**config.mk**
```make
export PLATFORM = sky130hd
export DESIGN_NAME = axil_read_responder
export DESIGN_NICKNAME = d
export VERILOG_FILES = /design/src/rtl/axil_read_responder.sv
export SDC_FILE = /design/constraint.sdc
export NUM_CORES = 1
export LEC_CHECK = 0
export CAP_MARGIN = 20
export CORE_UTILIZATION = 24
export DETAILED_ROUTE_END_ITERATION = 6
export HOLD_SLACK_MARGIN = 0.15
export PLACE_DENSITY = 0.5
export RECOVER_POWER = 25
export SLEW_MARGIN = 10
export SYNTH_ARGS = -nofsm -noshare
export SYNTH_HDL_FRONTEND = slang
export SYNTH_SLANG_ARGS = --single-unit
export TNS_END_PERCENT = 5
```
**constraint.sdc**
```tcl
create_clock -name s_axi_aclk -period 6.2 [get_ports s_axi_aclk]
set_input_delay 1.86 -clock s_axi_aclk [delete_from_list [all_inputs] [get_ports s_axi_aclk]]
set_output_delay 1.86 -clock s_axi_aclk [all_outputs]
set_load 0.01 [all_outputs]
```
**src/rtl/axil_read_responder.sv**
```systemverilog
// axil_read_responder: AXI4-Lite read slave serving a local register bank
// through a 1-cycle lookup port, with an in-order response FIFO on R.
module axil_read_responder #(
  parameter int TCQ = 1,
  parameter int S_AXI_ADDR_WIDTH = 32,
  parameter int S_AXI_DATA_WIDTH = 32,
  parameter logic [S_AXI_ADDR_WIDTH-1:0] BASE_ADDR = '0,
  parameter int REG_AWIDTH = 4,
  parameter int RESP_DEPTH = 4
) (
  input  logic                        s_axi_aclk,
  input  logic                        s_axi_aresetn,
  input  logic [S_AXI_ADDR_WIDTH-1:0] s_axi_araddr,
  input  logic [2:0]                  s_axi_arprot,
  input  logic                        s_axi_arvalid,
  output logic                        s_axi_arready,
  output logic [S_AXI_DATA_WIDTH-1:0] s_axi_rdata,
  output logic [1:0]                  s_axi_rresp,
  output logic                        s_axi_rvalid,
  input  logic                        s_axi_rready,
  output logic                        reg_rd_en,
  output logic [REG_AWIDTH-1:0]       reg_rd_index,
  input  logic [S_AXI_DATA_WIDTH-1:0] reg_rd_data,
  output logic [15:0]                 rd_err_count
);
  localparam int PW = $clog2(RESP_DEPTH);
  localparam int CW = PW + 1;
  logic [PW-1:0]               r_wptr, r_rptr;
  logic [CW-1:0]               r_count;
  logic                        r_pend_valid, r_pend_err, r_reg_rd_en;
  logic [REG_AWIDTH-1:0]       r_reg_rd_index;
  logic [15:0]                 r_err_count;
  logic [S_AXI_DATA_WIDTH-1:0] r_mem_data [RESP_DEPTH];
  logic [1:0]                  r_mem_resp [RESP_DEPTH];
  logic                        w_in_range, w_accept, w_pop, w_unused;
  assign w_in_range = s_axi_araddr[S_AXI_ADDR_WIDTH-1:REG_AWIDTH+2] == BASE_ADDR[S_AXI_ADDR_WIDTH-1:REG_AWIDTH+2];
  // The pending S1 entry reserves a FIFO slot so a push can never overflow.
  assign s_axi_arready = s_axi_aresetn && ((r_count + CW'(r_pend_valid)) < CW'(RESP_DEPTH));
  assign w_accept = s_axi_arvalid && s_axi_arready;
  assign s_axi_rvalid = r_count != '0;
  assign w_pop = s_axi_rvalid && s_axi_rready;
  assign s_axi_rdata = r_mem_data[r_rptr];
  assign s_axi_rresp = r_mem_resp[r_rptr];
  assign reg_rd_en = r_reg_rd_en;
  assign reg_rd_index = r_reg_rd_index;
  assign rd_err_count = r_err_count;
  assign w_unused = ^{s_axi_arprot, s_axi_araddr[1:0], 1'(TCQ)};
  always_ff @(posedge s_axi_aclk or negedge s_axi_aresetn) begin
    if (!s_axi_aresetn) begin
      r_wptr <= '0;
      r_rptr <= '0;
      r_count <= '0;
      r_pend_valid <= 1'b0;
      r_pend_err <= 1'b0;
      r_reg_rd_en <= 1'b0;
      r_reg_rd_index <= '0;
      r_err_count <= '0;
      for (int i = 0; i < RESP_DEPTH; i++) begin
        r_mem_data[i] <= '0;
        r_mem_resp[i] <= '0;
      end
    end else begin
      r_pend_valid <= w_accept;
      r_pend_err <= w_accept && !w_in_range;
      r_reg_rd_en <= w_accept && w_in_range;
      if (w_accept && w_in_range) r_reg_rd_index <= s_axi_araddr[REG_AWIDTH+1:2];
      if (r_pend_valid) begin
        r_mem_data[r_wptr] <= r_pend_err ? '0 : reg_rd_data;
        r_mem_resp[r_wptr] <= {2{r_pend_err}};
        r_wptr <= r_wptr + 1'b1;
      end
      if (r_pend_valid && r_pend_err && r_err_count != 16'hFFFF) r_err_count <= r_err_count + 16'd1;
      if (w_pop) r_rptr <= r_rptr + 1'b1;
      r_count <= r_count + CW'(r_pend_valid) - CW'(w_pop);
    end
  end
endmodule

```
==> impl_metrics.sql, run 1 <==
INSERT INTO impl_metrics (metric_group, metric, value, unit) VALUES
('yosys', 'synth_area_per_cell', '11.2', 'µm²'),
('clocking', 'inserted_clock_buffers', '17', ''),
('grt', 'first_global_vias', '5304', ''),
('sta', 'period_needed', '4.82', 'ns'),
('grt', 'grt_max_degree', '70', ''),
('yosys', 'asyncSetResetFlopFracSynth', '1.00', ''),
('status', 'status', 'finished, violations left', ''),
('grt', 'grt_util_all_layers', '0.123', ''),
('yosys', 'yosys_warnings', '0', ''),
('grt', 'grt_antenna_before_repair', '0', ''),
('clocking', 'cts_setup_buffers', '0', ''),
('power_and_ir_drop', 'power.static_leakage', '4.06', 'nW'),
('sta', 'final_min_period_over_clock_period', '0.777', ''),
('clocking', 'cts.sink_count', '162', ''),
('clocking', 'clk_latency', '0.43', 'ns'),
('cells_and_area', 'finish.utilization', '0.320', ''),
('yosys', 'synth_nets', '716', ''),
('die', 'row_count', '62', ''),
('die', 'initial_core_util', '0.246', ''),
('critical_path', 'required', '4.34', 'ns'),
('critical_path', 'worstPathArrival', '2.96', 'ns'),
('power_and_ir_drop', 'powerDensity', '486', 'mW/mm²'),
('yosys', 'synth_ff_type', 'sky130_fd_sc_hd__dfrtp_1', ''),
('clocking', 'ctsLongestPathBuffers', '2', ''),
('cells_and_area', 'antenna_cells', '0', ''),
('yosys', 'syn-instance-count', '636', ''),
('cells_and_area', 'flow.area_growth_from_synthesis', '29.9', '%'),
('clocking', 'clk_root_buffer_cell', 'sky130_fd_sc_hd__clkbuf_16', ''),
('status', 'violations', 'capacitance limit, slew limit', ''),
('die', 'fp.dieH', '175', 'µm'),
('sta', 'fin_worst_hold_slack', '0.475', 'ns'),
('placement', 'port_buffers', '122', ''),
('yosys', 'ys_seq_area_frac', '0.567', ''),
('critical_path', 'worstSetupPathType', 'input port to output port', ''),
('critical_path', 'timing.critical_path.fanout_max', '43', ''),
('clocking', 'cts_hold_buf', '0', ''),
('sta', 'fmax', '208', 'MHz'),
('yosys', 'yosys.cell_types.count', '38', ''),
('sta', 'finalSetupTns', '0', 'ns'),
('routing', 'route.vias.total', '4870', ''),
('critical_path', 'endpoint_kind', 'output port', ''),
('clocking', 'worst_setup_hold_path_clk_slew', '0.06', 'ns'),
('critical_path', 'setup.worst_path.start_class', 'input port', ''),
('routing', 'detail_route.vias_per_cell', '4.27', ''),
('sta', 'timing.max_slew.rel_slack', '-0.0549', ''),
('cells_and_area', 'final_net_count', '824', ''),
('min_path', 'min_path_type', 'flop to flop', ''),
('sta', 'layout_setup_ws', '1.38', 'ns'),
('sta', 'grt_setup_unrepaired', 'false', ''),
('sta', 'final-max-slew-violation-count', '38', ''),
('clocking', 'cts_h_tree_depth', '4', ''),
('power_and_ir_drop', 'vdd.ir_drop.worst', '0.187', 'mV'),
('flow_run', 'max-cap-violations', '1', ''),
('clocking', 'cts-resized-gates', '0', ''),
('routing', 'drtPass1Iterations', '4', ''),
('die', 'die_area', '0.0305', 'mm²'),
('sta', 'setup_viol', '0', ''),
('sta', 'worst_slew_pin_slew', '1.58', 'ns'),
('routing', 'drtAntennaViolNets', '0', ''),
('yosys', 'synth_enable_flop_cells', '0', ''),
('routing', 'drt_first_iter_violations', '262', ''),
('power_and_ir_drop', 'totalPowerFinal', '4.51', 'mW'),
('sta', 'timing_hold_violations_final', '0', ''),
('yosys', 'mappedNetlistArea', '0.00714', 'mm²'),
('grt', 'grt_pass1_wl', '28.9', 'mm'),
('routing', 'route.detailed.drc', '0', ''),
('grt', 'residual_overflow_from_global_routing', '0', ''),
('placement', 'placement.setup.worst_slack', '1.34', 'ns'),
('die', 'fp.dieW', '175', 'µm'),
('placement', 'place.gp.congestion', '0.719', ''),
('routing', 'wl', '17.3', 'mm'),
('placement', 'dp_hpwl', '10.9', 'mm'),
('clocking', 'cts_tree', 'done', ''),
('die', 'io_pins', '128', ''),
('sta', 'clock_skew', '0.00985', 'ns'),
('die', 'placeable_core_region', '0.0290', 'mm²'),
('routing', 'post_drt_wl_per_cell', '15.2', 'µm'),
('yosys', 'ys_ff_latch', '162', ''),
('cells_and_area', 'drive_above_1_share', '0.119', '');
-- area by class of cell --
| type | count | area (µm²) |
|---|---|---|
| fillers | 2992 | 19700 |
| well taps | 384 | 480 |
| repair buffers | 131 | 1290 |
| clock inverters | 13 | 126 |
| flip-flops and latches | 162 | 4060 |
| multi-input cells | 423 | 2840 |
| clock buffers | 19 | 453 |
| inverters | 9 | 33.8 |
-- kinds of logic (layout without fill, tap and decap cells) --
family                     count (synthesis)  after routing  share of synthesized area
DFF                                      162            162                      0.567
buffers and inverters                     51            172                     0.0287
xor gates and xnor gates                  18             18                     0.0221
muxes                                     42             42                      0.119
and+or+nand+nor                          218            218                      0.147
adders and majority gates                  9              9                     0.0158
AOI/OAI and AO/OA                        136            136                      0.101
-- cells in the final DEF, fill, tap and decap left out, drive strengths merged, types with 8 or more instances in the layout --
cell type / count
buf: 9
clkbuf: 20
clkdlybuf4s50: 103
dfrtp: 162
dlygate4sd3: 18
ha: 9
inv: 13
mux2: 9
mux4: 33
nand2: 142
nand2b: 32
nor2: 8
nor4: 10
o21ai: 129
xor2: 12
-- power by group --
group	switching, mW	total (mW)	internal (mW)
combinational	0.690	1.65	0.960
sequential	0.302	1.82	1.52
clock	0.461	1.04	0.581
total	1.45	4.51	3.06
-- final timing paths --
check                                    start              end  slack, ns  depth (start not counted)
worst max-delay path             s_axi_aresetn    s_axi_arready       1.38                          3
worst min-delay path            r_mem_data[79]   r_mem_data[79]       0.47                          2
worst max register to register       r_wptr[0]    r_mem_resp[0]       3.07                          4
worst min register to register  r_mem_data[79]   r_mem_data[79]       0.47                          2
max in group asynchronous        s_axi_aresetn  r_mem_data[115]       3.57                          2
min in group asynchronous        s_axi_aresetn   r_mem_data[92]       1.36                          1
-- stage by stage --
stage	cells	cell area [µm²]
finish	1141	9280
global route	1141	9280
CTS	1141	9340
detailed placement	1109	8760
global placement	1109	8760
floorplan	636	7140
-- synthesized netlist by cell type (4+ instances only) --
cell type | instances | area [µm²]
sky130_fd_sc_hd__mux4_2 | 33 | 743
sky130_fd_sc_hd__o21ai_0 | 129 | 646
sky130_fd_sc_hd__clkbuf_1 | 34 | 128
sky130_fd_sc_hd__nand2b_1 | 32 | 200
sky130_fd_sc_hd__nand2_1 | 142 | 533
sky130_fd_sc_hd__nor4_1 | 8 | 50.1
sky130_fd_sc_hd__xnor2_1 | 6 | 52.6
sky130_fd_sc_hd__buf_2 | 5 | 25.0
sky130_fd_sc_hd__nand4_1 | 4 | 25.0
sky130_fd_sc_hd__xor2_1 | 12 | 105
sky130_fd_sc_hd__ha_1 | 9 | 113
sky130_fd_sc_hd__inv_1 | 9 | 33.8
sky130_fd_sc_hd__nor3_1 | 5 | 25.0
sky130_fd_sc_hd__dfrtp_1 | 162 | 4050
sky130_fd_sc_hd__mux2_2 | 8 | 90.1
sky130_fd_sc_hd__nor2_1 | 7 | 26.3
-- state kept, by name (all words and copies together) (netlist names) --
name and flops:
rd_err_count 16, reg_rd_index 4, r_rptr 2, reg_rd_en 1, r_wptr 2, r_pend_err 1
r_count 3, r_mem_data 128, r_pend_valid 1, r_mem_resp 4
-- per-layer routing --
layer,GRT usage,share of wire,vias to the layer above
met4,0.0337,0.010,0
met5,0,0,-
met2,0.204,0.48,79
li1,-,-,2420
met3,0.0282,0.035,11
met1,0.161,0.48,2360
-- critical path, stage by stage --
cell and delay [ns]:
sky130_fd_sc_hd__buf_6 0.33, sky130_fd_sc_hd__and2_1 0.19, sky130_fd_sc_hd__clkdlybuf4s50_1 0.54
(Power assumes the default switching activity.)
==> inputs of run 2 (changes only) <==
--- a/config.mk
+++ b/config.mk
@@ -9,7 +9,7 @@
 export CORE_UTILIZATION = 24
 export DETAILED_ROUTE_END_ITERATION = 6
 export HOLD_SLACK_MARGIN = 0.15
-export PLACE_DENSITY = 0.5
+export PLACE_DENSITY = 0.51
 export RECOVER_POWER = 25
 export SLEW_MARGIN = 10
 export SYNTH_ARGS = -nofsm -noshare
==> constraint.sdc (replaced) <==
create_clock -name s_axi_aclk -period 4.35 [get_ports s_axi_aclk]
set_input_delay 1.305 -clock s_axi_aclk [delete_from_list [all_inputs] [get_ports s_axi_aclk]]
set_output_delay 1.305 -clock s_axi_aclk [all_outputs]
set_load 0.01 [all_outputs]
==> run 2 against run 1 <==
Worst hold slack about the same. Via count rose by 0.86%. Largest power group unchanged. Clock power increased by 56%. The run now ends clean. Critical endpoint unchanged. Clock skew barely moved. Sequential share of layout area decreased by 0.45 points. Largest cell class unchanged. Highest routed layer unchanged.
==> impl_metrics.sql, run 2 (synthesized netlist as in run 1, its figures left out) <==
INSERT INTO impl_metrics (metric_group, metric, value, unit) VALUES
('status', 'status', 'completed', ''),
('critical_path', 'regToRegEndpoint', 'reg_rd_index[0]', ''),
('critical_path', 'critPathSlowestCell', 'sky130_fd_sc_hd__clkdlybuf4s50_1', ''),
('clocking', 'clk_latency', '0.42', 'ns'),
('cells_and_area', 'regMostFlops', 'r_mem_data', ''),
('critical_path', 'timing.critical_path.fanout_max', '11', ''),
('clocking', 'cts.sink_count', '162', ''),
('grt', 'grt_antenna_before_repair', '1', ''),
('routing', 'post_drt_wl_per_cell', '15.3', 'µm'),
('critical_path', 'rr_worst_depth', '6', ''),
('cells_and_area', 'flip_flop_count_of_the_largest_register_all_copies_and_words_added', '128', ''),
('power_and_ir_drop', 'cellInternalPower', '4.55', 'mW'),
('power_and_ir_drop', 'seq_power_share', '0.387', ''),
('sta', 'final_min_period_over_clock_period', '0.860', ''),
('clocking', 'worst_setup_hold_path_clk_slew', '0.06', 'ns'),
('sta', 'setup_viol', '0', ''),
('sta', 'grt_setup_unrepaired', 'false', ''),
('critical_path', 'crit_path_frequent_cell', 'sky130_fd_sc_hd__ha_1', ''),
('clocking', 'cts_h_tree_depth', '4', ''),
('sta', 'timing.max_slew.rel_slack', '0.280', ''),
('critical_path', 'cp_slowest_stage_delay', '0.54', 'ns'),
('min_path', 'hold_depth', '2', ''),
('critical_path', 'timing.critical_path.max_delay_family', 'buffers and inverters', ''),
('power_and_ir_drop', 'vdd.ir_drop.worst', '0.274', 'mV'),
('routing', 'wl', '17.4', 'mm'),
('clocking', 'inserted_clock_buffers', '17', ''),
('power_and_ir_drop', 'share_comb_of_total_power', '0.367', ''),
('die', 'die_area', '0.0305', 'mm²'),
('sta', 'fin_worst_hold_slack', '0.475', 'ns'),
('critical_path', 'endpoint_kind', 'output port', ''),
('die', 'row_count', '62', ''),
('routing', 'drt_first_iter_violations', '231', ''),
('die', 'initial_core_util', '0.246', ''),
('cells_and_area', 'final_net_count', '825', ''),
('power_and_ir_drop', 'net-switching-power', '2.02', 'mW'),
('routing', 'drtAntennaViolNets', '0', ''),
('sta', 'layout_setup_ws', '0.608', 'ns'),
('placement', 'place.gp.congestion', '0.718', ''),
('clocking', 'cts_tree', 'done', ''),
('critical_path', 'worstPathArrival', '2.44', 'ns'),
('routing', 'detail_route.vias_per_cell', '4.30', ''),
('clocking', 'clk_root_buffer_cell', 'sky130_fd_sc_hd__clkbuf_16', ''),
('cells_and_area', 'layout_common_cells', '159 x sky130_fd_sc_hd__dfrtp_1, 141 x sky130_fd_sc_hd__nand2_1, 129 x sky130_fd_sc_hd__o21ai_0', ''),
('cells_and_area', 'finish.utilization', '0.323', ''),
('power_and_ir_drop', 'power.static_leakage', '4.09', 'nW'),
('grt', 'grt_pass1_wl', '28.9', 'mm'),
('critical_path', 'crit_path_cell_trace', 'ha_1 -> ha_1 -> xnor2_1 -> and2_1 -> clkdlybuf4s50_1', ''),
('placement', 'placement.setup.worst_slack', '0.971', 'ns'),
('min_path', 'min_path_type', 'flop to flop', ''),
('die', 'fp.dieH', '175', 'µm'),
('placement', 'port_buffers', '122', ''),
('die', 'fp.dieW', '175', 'µm'),
('sta', 'final-max-slew-violation-count', '0', ''),
('power_and_ir_drop', 'swShare', '0.308', ''),
('sta', 'finalSetupTns', '0', 'ns'),
('grt', 'grt_util_all_layers', '0.124', ''),
('clocking', 'cts_hold_buf', '0', ''),
('critical_path', 'rrSetupSlack', '1.91', 'ns'),
('power_and_ir_drop', 'powerDensity', '700', 'mW/mm²'),
('clocking', 'cts-resized-gates', '0', ''),
('clocking', 'ctsLongestPathBuffers', '2', ''),
('sta', 'timing_hold_violations_final', '0', ''),
('critical_path', 'critical_path.n_buffers_inverters', '1', ''),
('routing', 'drtPass1Iterations', '4', ''),
('sta', 'clock_skew', '0.0102', 'ns'),
('sta', 'worst_slew_pin_slew', '1.07', 'ns'),
('grt', 'grt_max_degree', '71', ''),
('grt', 'first_global_vias', '5297', ''),
('critical_path', 'worstSetupPathType', 'flop to output port', ''),
('critical_path', 'setup.worst_path.start_class', 'flop', ''),
('flow_run', 'max-cap-violations', '0', ''),
('cells_and_area', 'fillers', '2993', ''),
('min_path', 'sink_of_the_worst_hold_path', 'r_mem_data[127]', ''),
('die', 'placeable_core_region', '0.0290', 'mm²'),
('power_and_ir_drop', 'power_frac_clock', '0.246', ''),
('routing', 'route.detailed.drc', '0', ''),
('power_and_ir_drop', 'totalPowerFinal', '6.57', 'mW'),
('critical_path', 'required', '3.04', 'ns'),
('sta', 'period_needed', '3.74', 'ns'),
('cells_and_area', 'flow.area_growth_from_synthesis', '31.3', '%'),
('grt', 'residual_overflow_from_global_routing', '0', ''),
('routing', 'route.vias.total', '4912', ''),
('die', 'io_pins', '128', ''),
('cells_and_area', 'drive_above_1_share', '0.124', ''),
('sta', 'fmax', '267', 'MHz'),
('critical_path', 'ff_to_ff_start', 'r_pend_valid', ''),
('clocking', 'cts_setup_buffers', '0', ''),
('placement', 'dp_hpwl', '11.1', 'mm'),
('min_path', 'hold_path_startpoint', 'r_mem_data[127]', ''),
('cells_and_area', 'layout.cells.most_common', 'sky130_fd_sc_hd__dfrtp_1', '');
## run 2: cell count changes in the layout (fill, tap and decap cells not counted), moves of 3 or more
cell                              delta
sky130_fd_sc_hd__bufinv_16           +3
sky130_fd_sc_hd__clkbuf_1            +3
sky130_fd_sc_hd__dlygate4sd3_1       -3
sky130_fd_sc_hd__inv_6               -4
sky130_fd_sc_hd__clkdlybuf4s50_1     +3
## run 2: per-layer routing
metal  up-vias  part of all wire  GRT usage  wire (µm)
li1       2417                 -          -          -
met1      2403              0.48      0.162       8330
met2        78              0.47      0.199       8180
met3        14             0.041     0.0354        723
met4         0             0.011     0.0359        190
met5         -                 0          0          0
## run 2: worst reg2reg max path, delay by kind of cell (launching register included)
family / cells / cell delay (ns)
fa+ha+maj: 2 / 0.45
xor+xnor: 1 / 0.31
simple gates: 2 / 0.66
mux: 1 / 0.38
flops: 1 / 0.53
## run 2: worst max-delay path by stage
stage | from | end | slack [ns] | depth (start not counted)
6_report | r_pend_valid | s_axi_arready | 0.61 | 5
5_1_grt | r_pend_valid | s_axi_arready | 0.46 | 5
4_1_cts | r_pend_valid | s_axi_arready | 0.51 | 5
3_5_place_dp | s_axi_aresetn | s_axi_arready | 0.97 | 3
3_3_place_gp | s_axi_aresetn | s_axi_arready | 0.97 | 3
2_1_floorplan | r_rptr[0] | s_axi_rresp[1] | 1.50 | 4
## run 2: layout make-up
class / instances / area, µm² / area share
Timing Repair Buffer: 132 / 1300 / 0.139
Clock inverter: 8 / 151 / 0.0161
Sequential cell: 162 / 4060 / 0.433
Multi-Input combinational cell: 423 / 2870 / 0.306
Clock buffer: 23 / 478 / 0.0510
Tap cell: 384 / 480 / 0.0512
Inverter: 9 / 33.8 / 0.00360
Antenna cell: 1 / 2.50 / 0.000267
## run 2: stage by stage
| stage | instance area, µm² | std cells |
|---|---|---|
| floorplan | 7140 | 636 |
| global placement | 8780 | 1110 |
| detailed placement | 8780 | 1110 |
| CTS | 9410 | 1141 |
| global route | 9380 | 1141 |
| finish | 9380 | 1142 |
## run 2: power by group through the flow
stage | combinational [mW] | sequential, mW | clock (mW)
global placement | 2.44 | 2.57 | 0
global route | 2.69 | 2.64 | 1.73
detailed placement | 2.47 | 2.58 | 0
CTS | 2.48 | 2.56 | 1.67
floorplan | 1.50 | 2.41 | 0
finish | 2.41 | 2.54 | 1.62
